<file path="src/rtl/sd_emmc_cmd_serial_host.sv">
// eMMC command-line PHY: serialises a 48-bit command frame with CRC7 and
// captures the 48- or 136-bit response, checking its CRC7 and command index.
module sd_emmc_cmd_serial_host #(
  parameter int NCC     = 8,
  parameter int NCR_MIN = 2
) (
  input  logic         sd_clk,
  input  logic         rst,
  input  logic         start_i,
  input  logic         go_idle_i,
  input  logic [1:0]   setting_i,
  input  logic [39:0]  cmd_i,
  input  logic         cmd_dat_i,
  output logic         cmd_out_o,
  output logic         cmd_oe_o,
  output logic [119:0] response_o,
  output logic         crc_ok_o,
  output logic         index_ok_o,
  output logic         finish_o
);

  typedef enum logic [2:0] {
    IDLE,
    WRITE,
    READ_WAIT,
    READ,
    NCC_WAIT,
    FINISH
  } state_t;

  localparam logic [7:0] NCC_LAST    = 8'(NCC - 1);
  localparam logic [7:0] NCR_MIN_CNT = 8'(NCR_MIN);

  state_t         state_q, state_d;
  logic [7:0]     cnt_q, cnt_d;
  logic [39:0]    tx_sh_q, tx_sh_d;
  logic [5:0]     cmd_idx_q, cmd_idx_d;
  logic           long_q, long_d;
  logic           expect_q, expect_d;
  logic [6:0]     crc_q, crc_d;
  logic [5:0]     rx_idx_q, rx_idx_d;
  logic [6:0]     rx_crc_q, rx_crc_d;
  logic           out_q, out_d;
  logic           oe_q, oe_d;
  logic [119:0]   resp_q, resp_d;
  logic           crc_ok_q, crc_ok_d;
  logic           idx_ok_q, idx_ok_d;
  logic           fin_q, fin_d;
  logic [7:0]     rx_crc_first;
  logic [7:0]     rx_last;

  function automatic logic [6:0] crc7_step(input logic [6:0] c, input logic b);
    logic fb;
    fb = b ^ c[6];
    return {c[5:0], 1'b0} ^ (fb ? 7'h09 : 7'h00);
  endfunction

  assign cmd_out_o  = out_q;
  assign cmd_oe_o   = oe_q;
  assign response_o = resp_q;
  assign crc_ok_o   = crc_ok_q;
  assign index_ok_o = idx_ok_q;
  assign finish_o   = fin_q;

  // Receive bit positions, counted from the start bit (count 0).
  assign rx_crc_first = long_q ? 8'd128 : 8'd40;
  assign rx_last      = long_q ? 8'd135 : 8'd47;

  always_ff @(posedge sd_clk or posedge rst) begin
    if (rst) begin
      state_q   <= IDLE;
      cnt_q     <= 8'd0;
      tx_sh_q   <= 40'd0;
      cmd_idx_q <= 6'd0;
      long_q    <= 1'b0;
      expect_q  <= 1'b0;
      crc_q     <= 7'd0;
      rx_idx_q  <= 6'd0;
      rx_crc_q  <= 7'd0;
      out_q     <= 1'b1;
      oe_q      <= 1'b1;
      resp_q    <= 120'd0;
      crc_ok_q  <= 1'b0;
      idx_ok_q  <= 1'b0;
      fin_q     <= 1'b0;
    end else begin
      state_q   <= state_d;
      cnt_q     <= cnt_d;
      tx_sh_q   <= tx_sh_d;
      cmd_idx_q <= cmd_idx_d;
      long_q    <= long_d;
      expect_q  <= expect_d;
      crc_q     <= crc_d;
      rx_idx_q  <= rx_idx_d;
      rx_crc_q  <= rx_crc_d;
      out_q     <= out_d;
      oe_q      <= oe_d;
      resp_q    <= resp_d;
      crc_ok_q  <= crc_ok_d;
      idx_ok_q  <= idx_ok_d;
      fin_q     <= fin_d;
    end
  end

  always_comb begin
    state_d   = state_q;
    cnt_d     = cnt_q;
    tx_sh_d   = tx_sh_q;
    cmd_idx_d = cmd_idx_q;
    long_d    = long_q;
    expect_d  = expect_q;
    crc_d     = crc_q;
    rx_idx_d  = rx_idx_q;
    rx_crc_d  = rx_crc_q;
    out_d     = out_q;
    oe_d      = oe_q;
    resp_d    = resp_q;
    crc_ok_d  = crc_ok_q;
    idx_ok_d  = idx_ok_q;
    fin_d     = 1'b0;

    case (state_q)
      IDLE: begin
        out_d = 1'b1;
        oe_d  = 1'b1;
        cnt_d = 8'd0;
        if (start_i) begin
          // Bit 47 goes out on this edge, so it is already folded into the CRC.
          tx_sh_d   = {cmd_i[38:0], 1'b0};
          cmd_idx_d = cmd_i[37:32];
          long_d    = setting_i[1];
          expect_d  = setting_i[0];
          crc_d     = crc7_step(7'd0, cmd_i[39]);
          crc_ok_d  = 1'b0;
          idx_ok_d  = 1'b0;
          resp_d    = 120'd0;
          out_d     = cmd_i[39];
          cnt_d     = 8'd1;
          state_d   = WRITE;
        end
      end

      WRITE: begin
        cnt_d = cnt_q + 8'd1;
        if (cnt_q < 8'd40) begin
          out_d   = tx_sh_q[39];
          tx_sh_d = {tx_sh_q[38:0], 1'b0};
          crc_d   = crc7_step(crc_q, tx_sh_q[39]);
        end else if (cnt_q < 8'd47) begin
          out_d = crc_q[6];
          crc_d = {crc_q[5:0], 1'b0};
        end else if (cnt_q == 8'd47) begin
          out_d = 1'b1;
        end else begin
          out_d = 1'b1;
          cnt_d = 8'd0;
          if (expect_q) begin
            oe_d    = 1'b0;
            state_d = READ_WAIT;
          end else begin
            state_d = NCC_WAIT;
          end
        end
      end

      READ_WAIT: begin
        oe_d  = 1'b0;
        out_d = 1'b1;
        if (cnt_q < NCR_MIN_CNT) begin
          cnt_d = cnt_q + 8'd1;
        end else if (!cmd_dat_i) begin
          state_d  = READ;
          cnt_d    = 8'd1;
          crc_d    = 7'd0;
          rx_idx_d = 6'd0;
          rx_crc_d = 7'd0;
        end
      end

      READ: begin
        cnt_d = cnt_q + 8'd1;
        // Long responses exclude the start, transmission and reserved bits from the CRC.
        if (long_q ? (cnt_q >= 8'd8 && cnt_q < 8'd128) : (cnt_q < 8'd40)) begin
          crc_d = crc7_step(crc_q, cmd_dat_i);
        end
        if (!long_q && cnt_q >= 8'd2 && cnt_q < 8'd8) begin
          rx_idx_d = {rx_idx_q[4:0], cmd_dat_i};
        end
        if (cnt_q >= 8'd8 && cnt_q < rx_crc_first) begin
          resp_d = {resp_q[118:0], cmd_dat_i};
        end
        if (cnt_q >= rx_crc_first && cnt_q < rx_last) begin
          rx_crc_d = {rx_crc_q[5:0], cmd_dat_i};
        end
        if (cnt_q == rx_last) begin
          crc_ok_d = (rx_crc_q == crc_q);
          idx_ok_d = long_q | (rx_idx_q == cmd_idx_q);
          if (!long_q) begin
            resp_d = {resp_q[31:0], 88'd0};
          end
          oe_d    = 1'b1;
          out_d   = 1'b1;
          cnt_d   = 8'd0;
          state_d = NCC_WAIT;
        end
      end

      NCC_WAIT: begin
        oe_d  = 1'b1;
        out_d = 1'b1;
        if (cnt_q == NCC_LAST) begin
          cnt_d   = 8'd0;
          state_d = FINISH;
        end else begin
          cnt_d = cnt_q + 8'd1;
        end
      end

      FINISH: begin
        fin_d   = 1'b1;
        cnt_d   = 8'd0;
        state_d = IDLE;
      end

      default: begin
        state_d = IDLE;
      end
    endcase

    // Abort overrides everything, including a simultaneous start request.
    if (go_idle_i) begin
      state_d  = IDLE;
      oe_d     = 1'b1;
      out_d    = 1'b1;
      cnt_d    = 8'd0;
      crc_d    = 7'd0;
      rx_idx_d = 6'd0;
      rx_crc_d = 7'd0;
      crc_ok_d = 1'b0;
      idx_ok_d = 1'b0;
      fin_d    = 1'b0;
    end
  end

endmodule

</file>
<file path="config.mk">
export PLATFORM = sky130hd
export DESIGN_NAME = sd_emmc_cmd_serial_host
export DESIGN_NICKNAME = d
export VERILOG_FILES = /design/src/rtl/sd_emmc_cmd_serial_host.sv
export SDC_FILE = /design/constraint.sdc
export NUM_CORES = 1
export LEC_CHECK = 0
export ABC_AREA = 1
export ABC_CLOCK_PERIOD_IN_PS = 8400
export CORE_MARGIN = 1.5
export CORE_UTILIZATION = 54
export DETAILED_ROUTE_END_ITERATION = 6
export MAX_ROUTING_LAYER = met4
export PLACE_DENSITY = 0.93
export SLEW_MARGIN = 20
export SYNTH_ARGS = -nofsm -noshare
export SYNTH_HDL_FRONTEND = slang
export SYNTH_SLANG_ARGS = --single-unit
</file>
<file path="constraint.sdc">
create_clock -name sd_clk -period 8.4 [get_ports sd_clk]
set_input_delay 0.84 -clock sd_clk [delete_from_list [all_inputs] [get_ports sd_clk]]
set_output_delay 0.84 -clock sd_clk [all_outputs]
set_load 0.01 [all_outputs]
</file>
# == After elaboration in Yosys (flattened, before gate mapping) ==
# Index checks and enable logic that the tools add are counted.
# op_classes
n_addsub,1
n_lt_le_gt_ge,10
n_eq_ne,26
mux,72
bitwise,5
n_reduce_logical,28
# ops
cell,count
$mux W120,4
$pmux W120 S2,1
$mux W40,2
$mux W8,10
$pmux W40 S2,1
$mux W7,9
$pmux W8 S6,1
$ne A3 B3 Y1 const B,12
$mux W3,10
$pmux W7 S4,1
$mux W6,4
$mux W1,19
$lt A8 B6 Y1 const B,2
$lt A8 B8 Y1,2
$pmux W3 S5,1
$reduce_bool A5 Y1,3
$pmux W7 S2,1
$xor A7 B4 Y7,2
$mux W4,3
$pmux W6 S2,1
$reduce_and A6 Y1,2
$add A8 B1 Y8 const B,1
$eq A8 B3 Y1 const B,1
$eq A8 B6 Y1 const B,1
29 further kinds,48
# word_totals
ff_bits,204
in_bits,47
word_cells,157

# == Logic depth before layout (Yosys ltp) ==
# Gate-level depths: netlist of the first run.
# logic_depth
depth_word,7
ltp_mapped,13
mapped_depth_nobuf,11

# == Worst setup path before layout of the first run ==
# Ideal clock, no wire load.
# synth_path
path_type,in2reg
from,input port go_idle_i
to,register cnt_q[4]
arrival_time_ns,1.835
slack_ns,6.438
stages,10
path_buffers,2
path_cell_list,buf_2 > inv_1 > buf_2 > nand2_1 > nor2_1 > nand2_1 > nand2_2 > nor2_1 > nand3_1 > o21ai_0
# synth_via
elab_chain_cells,2
elab_cells_between_ends,4
cone_classes,eq/ne (1); mux (1); reduce/logical (2)
# synth_lines
item,line_no,text
"start, declared",10,"input logic go_idle_i,"
$ne A4 B4 Y1 (no source line) / $reduce_bool A7 Y1 (equally long branches),--,
$reduce_and A2 Y1 (no source line),--,
"end signal, assigned",88,cnt_q <= cnt_d;
"end, declared",35,"logic [7:0] cnt_q, cnt_d;"
# Parallel ways exist; a longest one is shown, timed or not.
# A chain may end at the register's enable or synchronous reset.

# == Worst setup path after layout of the first run ==
# layout_path
from,register long_q
to,register resp_q[62] (netlist: response_o[62])
# layout_via
elab_chain_cells,7
elab_cells_between_ends,9
cone_classes,order compare (1); eq/ne (1); mux (6); reduce/logical (1)
# layout_lines
item,line_no,text
"start, declared",38,"logic long_q, long_d;"
"start signal, assigned",91,long_q <= long_d;
$mux W8,66,assign rx_crc_first = long_q ? 8'd128 : 8'd40;
$lt A8 B8 Y1,189,if (cnt_q >= 8'd8 && cnt_q < rx_crc_first) begin
$logic_and A1 B1 Y1,189,
$mux W120,189,
$mux W120,198,if (!long_q) begin
$mux W120 (*),195,if (cnt_q == rx_last) begin
$pmux W120 S2 (*),122,case (state_q)
"end signal, assigned",98,resp_q <= resp_d;
"end, declared",45,"logic [119:0] resp_q, resp_d;"
# Every way passes the cells marked *; elsewhere a longest branch is shown, timed or not.

==> results of run 1 <==
## registers in the layout, summed over array words and instances, names as in the netlist, 3 cells and up
register	count
cmd_idx_q	6
cnt_q	8
crc_q	7
response_o	120
rx_crc_q	7
rx_idx_q	6
state_q	3
tx_sh_q	39
## layout by cell type, fill, tap and decap left out, drive strengths merged, types with 4 or more instances in the layout
| master | n |
|---|---|
| o211ai | 41 |
| a21oi | 25 |
| xor2 | 9 |
| clkdlybuf4s50 | 171 |
| clkinv | 4 |
| ha | 5 |
| buf | 7 |
| nor2 | 105 |
| nand2 | 467 |
| inv | 150 |
| mux2 | 5 |
| nor3 | 4 |
| nand3 | 118 |
| clkbuf | 34 |
| o21ai | 126 |
| nand4 | 10 |
| dfrtp | 201 |
## worst max-delay path: stages (launching register included)
cell	delay [ns]
dfrtp_1	0.41
inv_1	0.20
ha_1	0.29
inv_1	0.06
nor2_1	0.06
nand3b_1	0.15
nand2_1	0.10
nor2_4	0.63
nand2_4	0.69
inv_2	0.73
nor2_1	0.10
nor2_1	0.14
## power by group through the flow
stage | sequential [W] | combinational (W) | clock [W]
2_1_floorplan | 0.00119 | 0.000769 | 0
3_3_place_gp | 0.00120 | 0.000875 | 0
3_5_place_dp | 0.00121 | 0.000912 | 0
4_1_cts | 0.00120 | 0.000924 | 0.000969
5_1_grt | 0.00121 | 0.00105 | 0.00101
6_report | 0.00120 | 0.000926 | 0.000956
## how the worst max path moves through the flow
stage | startpoint | endpoint | slack (ns)
finish | long_q$_DFFE_PP0P_ | response_o[62]$_DFFE_PP0P_ | 4.69
detailed placement | long_q$_DFFE_PP0P_ | response_o[45]$_DFFE_PP0P_ | 4.77
global route | long_q$_DFFE_PP0P_ | response_o[9]$_DFFE_PP0P_ | 4.34
floorplan | rst | cmd_idx_q[0]$_DFFE_PP0P_ | 2.02
global placement | long_q$_DFFE_PP0P_ | response_o[86]$_DFFE_PP0P_ | 4.89
CTS | long_q$_DFFE_PP0P_ | response_o[62]$_DFFE_PP0P_ | 4.74
## metrics by stage
stage | instances | worst slack, ns | util | area, um2
after CTS | 1731 | 4.739 | 0.6779 | 12720
after global placement | 1691 | 4.891 | 0.6392 | 12000
final | 1732 | 4.688 | 0.6781 | 12730
after floorplan | 1351 | 2.024 | - | 10340
after global routing | 1732 | 4.340 | 0.6781 | 12730
after detailed placement | 1691 | 4.775 | 0.6392 | 12000
## cell type report
type / count / area share
Sequential cell: 203 / 0.3994
Multi-Input combinational cell: 927 / 0.3371
Timing Repair Buffer: 178 / 0.1386
Clock buffer: 34 / 0.05398
Inverter: 149 / 0.04454
Tap cell: 234 / 0.02301
Clock inverter: 6 / 0.003146
Antenna cell: 1 / 0.0001966
## cell families (layout without fill, tap and decap cells)
family | after synthesis | count (layout) | share of synthesized area
flip-flops | 203 | 203 | 0.4914
XOR/XNOR | 11 | 11 | 0.009315
other | 0 | 1 | 0
AND/OR/NAND/NOR | 709 | 709 | 0.2827
adder cells (fa/ha/maj) | 5 | 5 | 0.006048
buffers and inverters | 221 | 367 | 0.09532
AO/OA/AOI/OAI | 197 | 197 | 0.1098
multiplexers | 5 | 5 | 0.005443
## routing by layer
layer	vias up	track usage
met5	-	-
met4	0	0.1123
met3	84	0.05974
met2	363	0.4492
met1	4516	0.3603
li1	4557	-
==> results by group, run 1 <==
Clock tree
  • CTS Buf Count: 22
  • CTS tree: yes
  • Clock latency on the worst-skew pair: 0.51 ns
  • CTS resizes: 0
  • CTS Buffer Depth: 3
  • Clock slew at reported path FFs: 0.06 ns
  • Hold buffer count at cts: 0
  • H-tree depth: 1
  • Root Driver: clkbuf_16
  • Clk sinks: between 200 and 250
  • Post-CTS setup buffer count: 0

STA
  • RSZ-0062 raised after global routing: false
  • Rel. slew slack: 0.3046
  • Maximum clock rate: 0.2694 GHz
  • Total Neg Setup Slack: 0 ns
  • Max Clock Skew: 0.01027 ns
  • Hold_ws: 0.4934 ns
  • Final Setup Violations: 0
  • Final hold vios: 0
  • Pins Over Slew Limit: 0
  • Worst-Margin Slew: ~1.0 ns
  • Min cycle time layout: 3.712 ns
  • Tcrit/Tclk final: 0.4420

Cells and area
  • Share of layout cells above drive strength 1: 0.06212
  • Area added between synthesis and finish: 23.03%
  • Fillers: 1467
  • NumNets Final: 1533
  • Multi-input logic area: roughly 4300 um2
  • Reg area: 5082 um2

Routing
  • Routed wl met2: 12.93 mm
  • DR WL met3: a little over 2 mm
  • Wl on met1: 11.17 mm
  • DRC viols: 0
  • 1st-iter DRT viols: 766
  • Drt first pass iters: 5
  • Routed WL per cell: 15.67 um
  • Routed wire length: 27.14 mm
  • Via count: roughly 9500
  • Uppermost layer routed: met4
  • Antenna-violating nets left: 0
  • Vias per cell: between 5 and 6

Synth
  • Share of the synthesized area in the top cell type: 0.4863
  • Mean Syn Cell Area: about 7.7 um2
  • FF+latch count, synth: 203
  • Syn. warnings: 0
  • Synthesized cell area: 10340 um2
  • Post-synth EDFFs: 0
  • Sequential area share after synthesis: 0.4914
  • Syn Nets: 1403
  • Synth Instances: between 1000 and 1500
  • Leading register cell type out of synthesis: dfrtp_1
  • Top cells by count, synth: nand2_1 (459), dfrtp_1 (201), inv_1 (140)
  • Async SR Flop Fraction: 1.000
  • Synth area leaders: dfrtp_1 (49%), nand2_1 (17%), nand3_1 (5.7%)
  • Synth cell types: 36
  • Top-count cell post-synth: nand2_1
  • Area leader, netlist: dfrtp_1

Place
  • Buffers on Ports: around 170
  • Hpwl dp: 17.69 mm
  • Routability Congestion: 0.9207

Power and ir drop
  • P per Cell Area: 241.9 nW/um2
  • Register share of total power: 0.389
  • Psw: about 0.0011 W
  • Sw frac: 0.3576
  • PnR Total Power: 0.003079 W
  • Clock Power Share: 0.310
  • Internal power: 0.001978 W
  • Static leakage: 6.549 nW
  • Worst VDD drop: between 0.2 and 0.25 mV
  • Combinational share of power: 0.301

Critical path
  • CP required: approximately 9 ns
  • Critical path arrival: 4.14 ns
  • Worst Setup Path Type: flip-flop to flip-flop
  • Worst setup EP type: flip-flop
  • Cells on worst reg2reg path: 11
  • CP Max Fanout: 91
  • Crit Reg-Reg Startpoint: long_q$_DFFE_PP0P_
  • Crit start category: flip-flop
  • RR Endpoint: response_o[62]$_DFFE_PP0P_
  • R2r setup slk: 4.69 ns

Die
  • DIE AREA: 19990 um2
  • DIE WIDTH: 141.4 um
  • Rows: 50
  • Core area: between 15000 and 20000 um2
  • Starting Density: 0.5511
  • Chip height: 141.4 um
  • Io pins: approximately 170

GRT
  • Number of global-route vias before repair: 9042
  • Initial antenna violation count: 1
  • First-pass GRT wire length: 44.91 mm
  • Grt ovf: 0
  • Largest net degree at the start of global routing: roughly 140
  • All-Layer GR Usage: 0.2839

Worst hold path
  • Hold Crit Depth: 2
  • Tightest Hold Check Type: flip-flop to flip-flop
  • WHS Endpoint: index_ok_o$_DFFE_PP0P_
  • Hold path start: index_ok_o$_DFFE_PP0P_

Run
  • MaxCap Viol Count: 0

Outcome
  • Status: completed
No activity file was read; power rests on OpenSTA's default activity.
==> run 2: changes to the inputs <==
- ABC_CLOCK_PERIOD_IN_PS: 8400 -> 3100
- CORE_UTILIZATION: 54 -> 49
- PLACE_DENSITY: 0.93 -> 0.89
- clock period: 8.4 -> 3.1 ns (I/O delays scaled with it)
==> run 2 against run 1 <==
Effect of this change: die area rose by 10%; design area is 1.9% higher; count of clock-buffer cells in the layout fell by 2; critical endpoint is now response_o[43]$_DFFE_PP0P_; highest routed layer unchanged; clock power rose to 2.8 times the previous value; routed wire length fell by 1.7%; power increased to 2.8 times the previous value.
==> results by group, run 2 (synthesized netlist as in run 1, its figures left out) <==
Place
  • Routability Congestion: 0.8859 (-3.8%)
  • Hpwl dp: 18.34 mm (+3.7%)
  • Buffers on Ports: 171 (unchanged)
  • Pre-CTS setup slack: 0.5732 ns (-4.202 ns)

STA
  • Total Neg Setup Slack: 0 ns (unchanged)
  • Final hold vios: 0 (unchanged)
  • RSZ-0062 raised after global routing: false
  • Pins Over Slew Limit: 0 (unchanged)
  • Maximum clock rate: 0.3942 GHz (+46%)
  • Final worst slack: 0.5633 ns (-4.124 ns)
  • Min cycle time layout: 2.537 ns (-1.176 ns)
  • Tcrit/Tclk final: 0.8183 (+0.3763)
  • Worst-Margin Slew: 0.7650 ns (-0.2769 ns)
  • Final Setup Violations: 0 (unchanged)
  • Rel. slew slack: 0.4900 (+0.1854)
  • Max Clock Skew: 0.01675 ns (+0.006483 ns)

Critical path
  • CP peak stage delay: 0.40 ns (-0.33 ns)
  • Cell chain of the critical path: inv_1, ha_1, inv_1, nor2_1, nand3b_1, nand2_1, nor2_4, nand2_4, inv_2, nor2_1, nor2_1
  • RR Endpoint: response_o[43]$_DFFE_PP0P_
  • Critical Path Most Common Cell: nor2_1
  • Cells on worst reg2reg path: 11 (unchanged)
  • Crit start category: flip-flop
  • Critical path arrival: 2.93 ns (-1.21 ns)
  • CP required: 3.49 ns (-5.34 ns)
  • Worst path slowest cell: dfrtp_1
  • CP Max Fanout: 41 (-55%)
  • Crit Reg-Reg Startpoint: long_q$_DFFE_PP0P_
  • Worst setup EP type: flip-flop
  • R2r setup slk: 0.56 ns (-4.12 ns)
  • Worst Setup Path Type: flip-flop to flip-flop
  • CP Launch Point: long_q$_DFFE_PP0P_

Clock tree
  • H-tree depth: 1 (unchanged)
  • CTS tree: yes
  • Clock slew at reported path FFs: 0.06 ns (about the same)
  • CTS Buffer Depth: 3 (unchanged)
  • Root Driver: clkbuf_16
  • Post-CTS setup buffer count: 0 (unchanged)
  • CTS Buf Count: 23 (+4.5%)
  • Clk sinks: 203 (unchanged)
  • CTS resizes: 0 (unchanged)
  • Hold buffer count at cts: 0 (unchanged)
  • Clock latency on the worst-skew pair: 0.51 ns (about the same)

Power and ir drop
  • Combinational share of power: 0.300 (about the same)
  • Register share of total power: 0.381 (-0.008)
  • Worst VDD drop: 0.4819 mV (+120%)
  • Sw frac: 0.3513 (-0.006314)
  • PnR Total Power: 0.008495 W (+180%)
  • Clock Power Share: 0.320 (+0.010)
  • Psw: 0.002985 W (+170%)
  • Internal power: 0.005511 W (+180%)
  • Static leakage: 6.639 nW (+1.4%)
  • P per Cell Area: 655.4 nW/um2 (+170%)

Routing
  • 1st-iter DRT viols: 536 (-30%)
  • Routed WL per cell: 14.97 um (-4.5%)
  • Via count: 9369 (-1.6%)
  • Vias per cell: 5.258 (-4.3%)
  • DRC viols: 0 (unchanged)
  • Routed wire length: 26.68 mm (-1.7%)
  • Antenna-violating nets left: 0 (unchanged)
  • Drt first pass iters: 7 (+2)

Outcome
  • Status: completed

GRT
  • All-Layer GR Usage: 0.2542 (-0.02974)
  • Number of global-route vias before repair: 8943 (-1.1%)
  • Largest net degree at the start of global routing: 83 (-40%)
  • Initial antenna violation count: 0 (-1)
  • First-pass GRT wire length: 44.35 mm (-1.2%)
  • Grt ovf: 0 (unchanged)

Cells and area
  • Share of layout cells above drive strength 1: 0.07077 (+0.008643)
  • # diodes: 0 (-1)
  • Max reg flops: 120 (unchanged)
  • Commonest non-fill, non-tap cells in the layout: nand2_1 (458), dfrtp_1 (201), clkdlybuf4s50_1 (171)
  • Commonest non-fill, non-tap cell in the layout: nand2_1
  • Area added between synthesis and finish: 25.32%
  • NumNets Final: 1548 (+0.98%)

Die
  • DIE AREA: 21990 um2 (+10%)
  • Starting Density: 0.5047 (-0.04643)
  • Core area: 20490 um2 (+9.2%)
  • DIE WIDTH: 148.3 um (+4.9%)
  • Chip height: 148.3 um (+4.9%)
  • Rows: 52 (+4.0%)
  • Io pins: 172 (unchanged)

Worst hold path
  • Tightest Hold Check Type: input port to async pin

Run
  • MaxCap Viol Count: 0 (unchanged)
-- run 2: cell types whose count changed in the layout (fill, tap and decap cells not counted), sizes merged --
cell      delta
buf         +14
bufinv       +2
clkbuf       -2
clkinvlp     +2
clkinv       -1
diode        -1
-- run 2: power groups by stage --
stage          registers, W  logic (W)  clock network [W]
2_1_floorplan       0.00321    0.00208                  0
5_1_grt             0.00328    0.00290            0.00288
3_3_place_gp        0.00326    0.00245                  0
6_report            0.00323    0.00255            0.00272
4_1_cts             0.00323    0.00254            0.00277
3_5_place_dp        0.00327    0.00251                  0
-- run 2: per-layer routing --
metal	wire [um]	track usage	up-vias
li1	-	-	4578
met1	11310	0.3328	4394
met2	12300	0.3888	318
met3	2078	0.06074	79
met4	992	0.08861	0
met5	0	-	-
-- run 2: final cells by class --
| type | instances | area, um2 |
|---|---|---|
| fillers | 1681 | 7532 |
| flip-flops and latches | 203 | 5082 |
| multi-input cells | 927 | 4290 |
| repair buffers | 192 | 1932 |
| clock buffers | 32 | 649.4 |
| inverters | 149 | 563.0 |
| well taps | 270 | 337.8 |
| clock inverters | 9 | 107.6 |
-- run 2: critical path, delay by kind of cell (launching register included) --
| family | cells | cell delay [ns] |
|---|---|---|
| DFF | 1 | 0.40 |
| and+or+nand+nor | 7 | 1.14 |
| buffers and inverters | 3 | 0.56 |
| adders and majority gates | 1 | 0.32 |
-- run 2: worst max path at each step --
| stage | to | slack [ns] |
|---|---|---|
| after floorplan | cmd_idx_q[0]$_DFFE_PP0P_ | 0.16 |
| after global placement | response_o[32]$_DFFE_PP0P_ | 0.71 |
| after detailed placement | response_o[43]$_DFFE_PP0P_ | 0.57 |
| after CTS | response_o[43]$_DFFE_PP0P_ | 0.59 |
| after global routing | response_o[43]$_DFFE_PP0P_ | 0.35 |
| final | response_o[43]$_DFFE_PP0P_ | 0.56 |
-- run 2: stage by stage --
step | cell area [um2] | std cells | util | hold slack (ns)
2_1_floorplan | 10350 | 1351 | - | 0.4268
3_3_place_gp | 12210 | 1741 | 0.5955 | 0.4759
3_5_place_dp | 12210 | 1741 | 0.5955 | 0.4785
4_1_cts | 12960 | 1782 | 0.6325 | 0.2019
5_1_grt | 12960 | 1782 | 0.6325 | 0.2270
6_report | 12960 | 1782 | 0.6325 | 0.1977
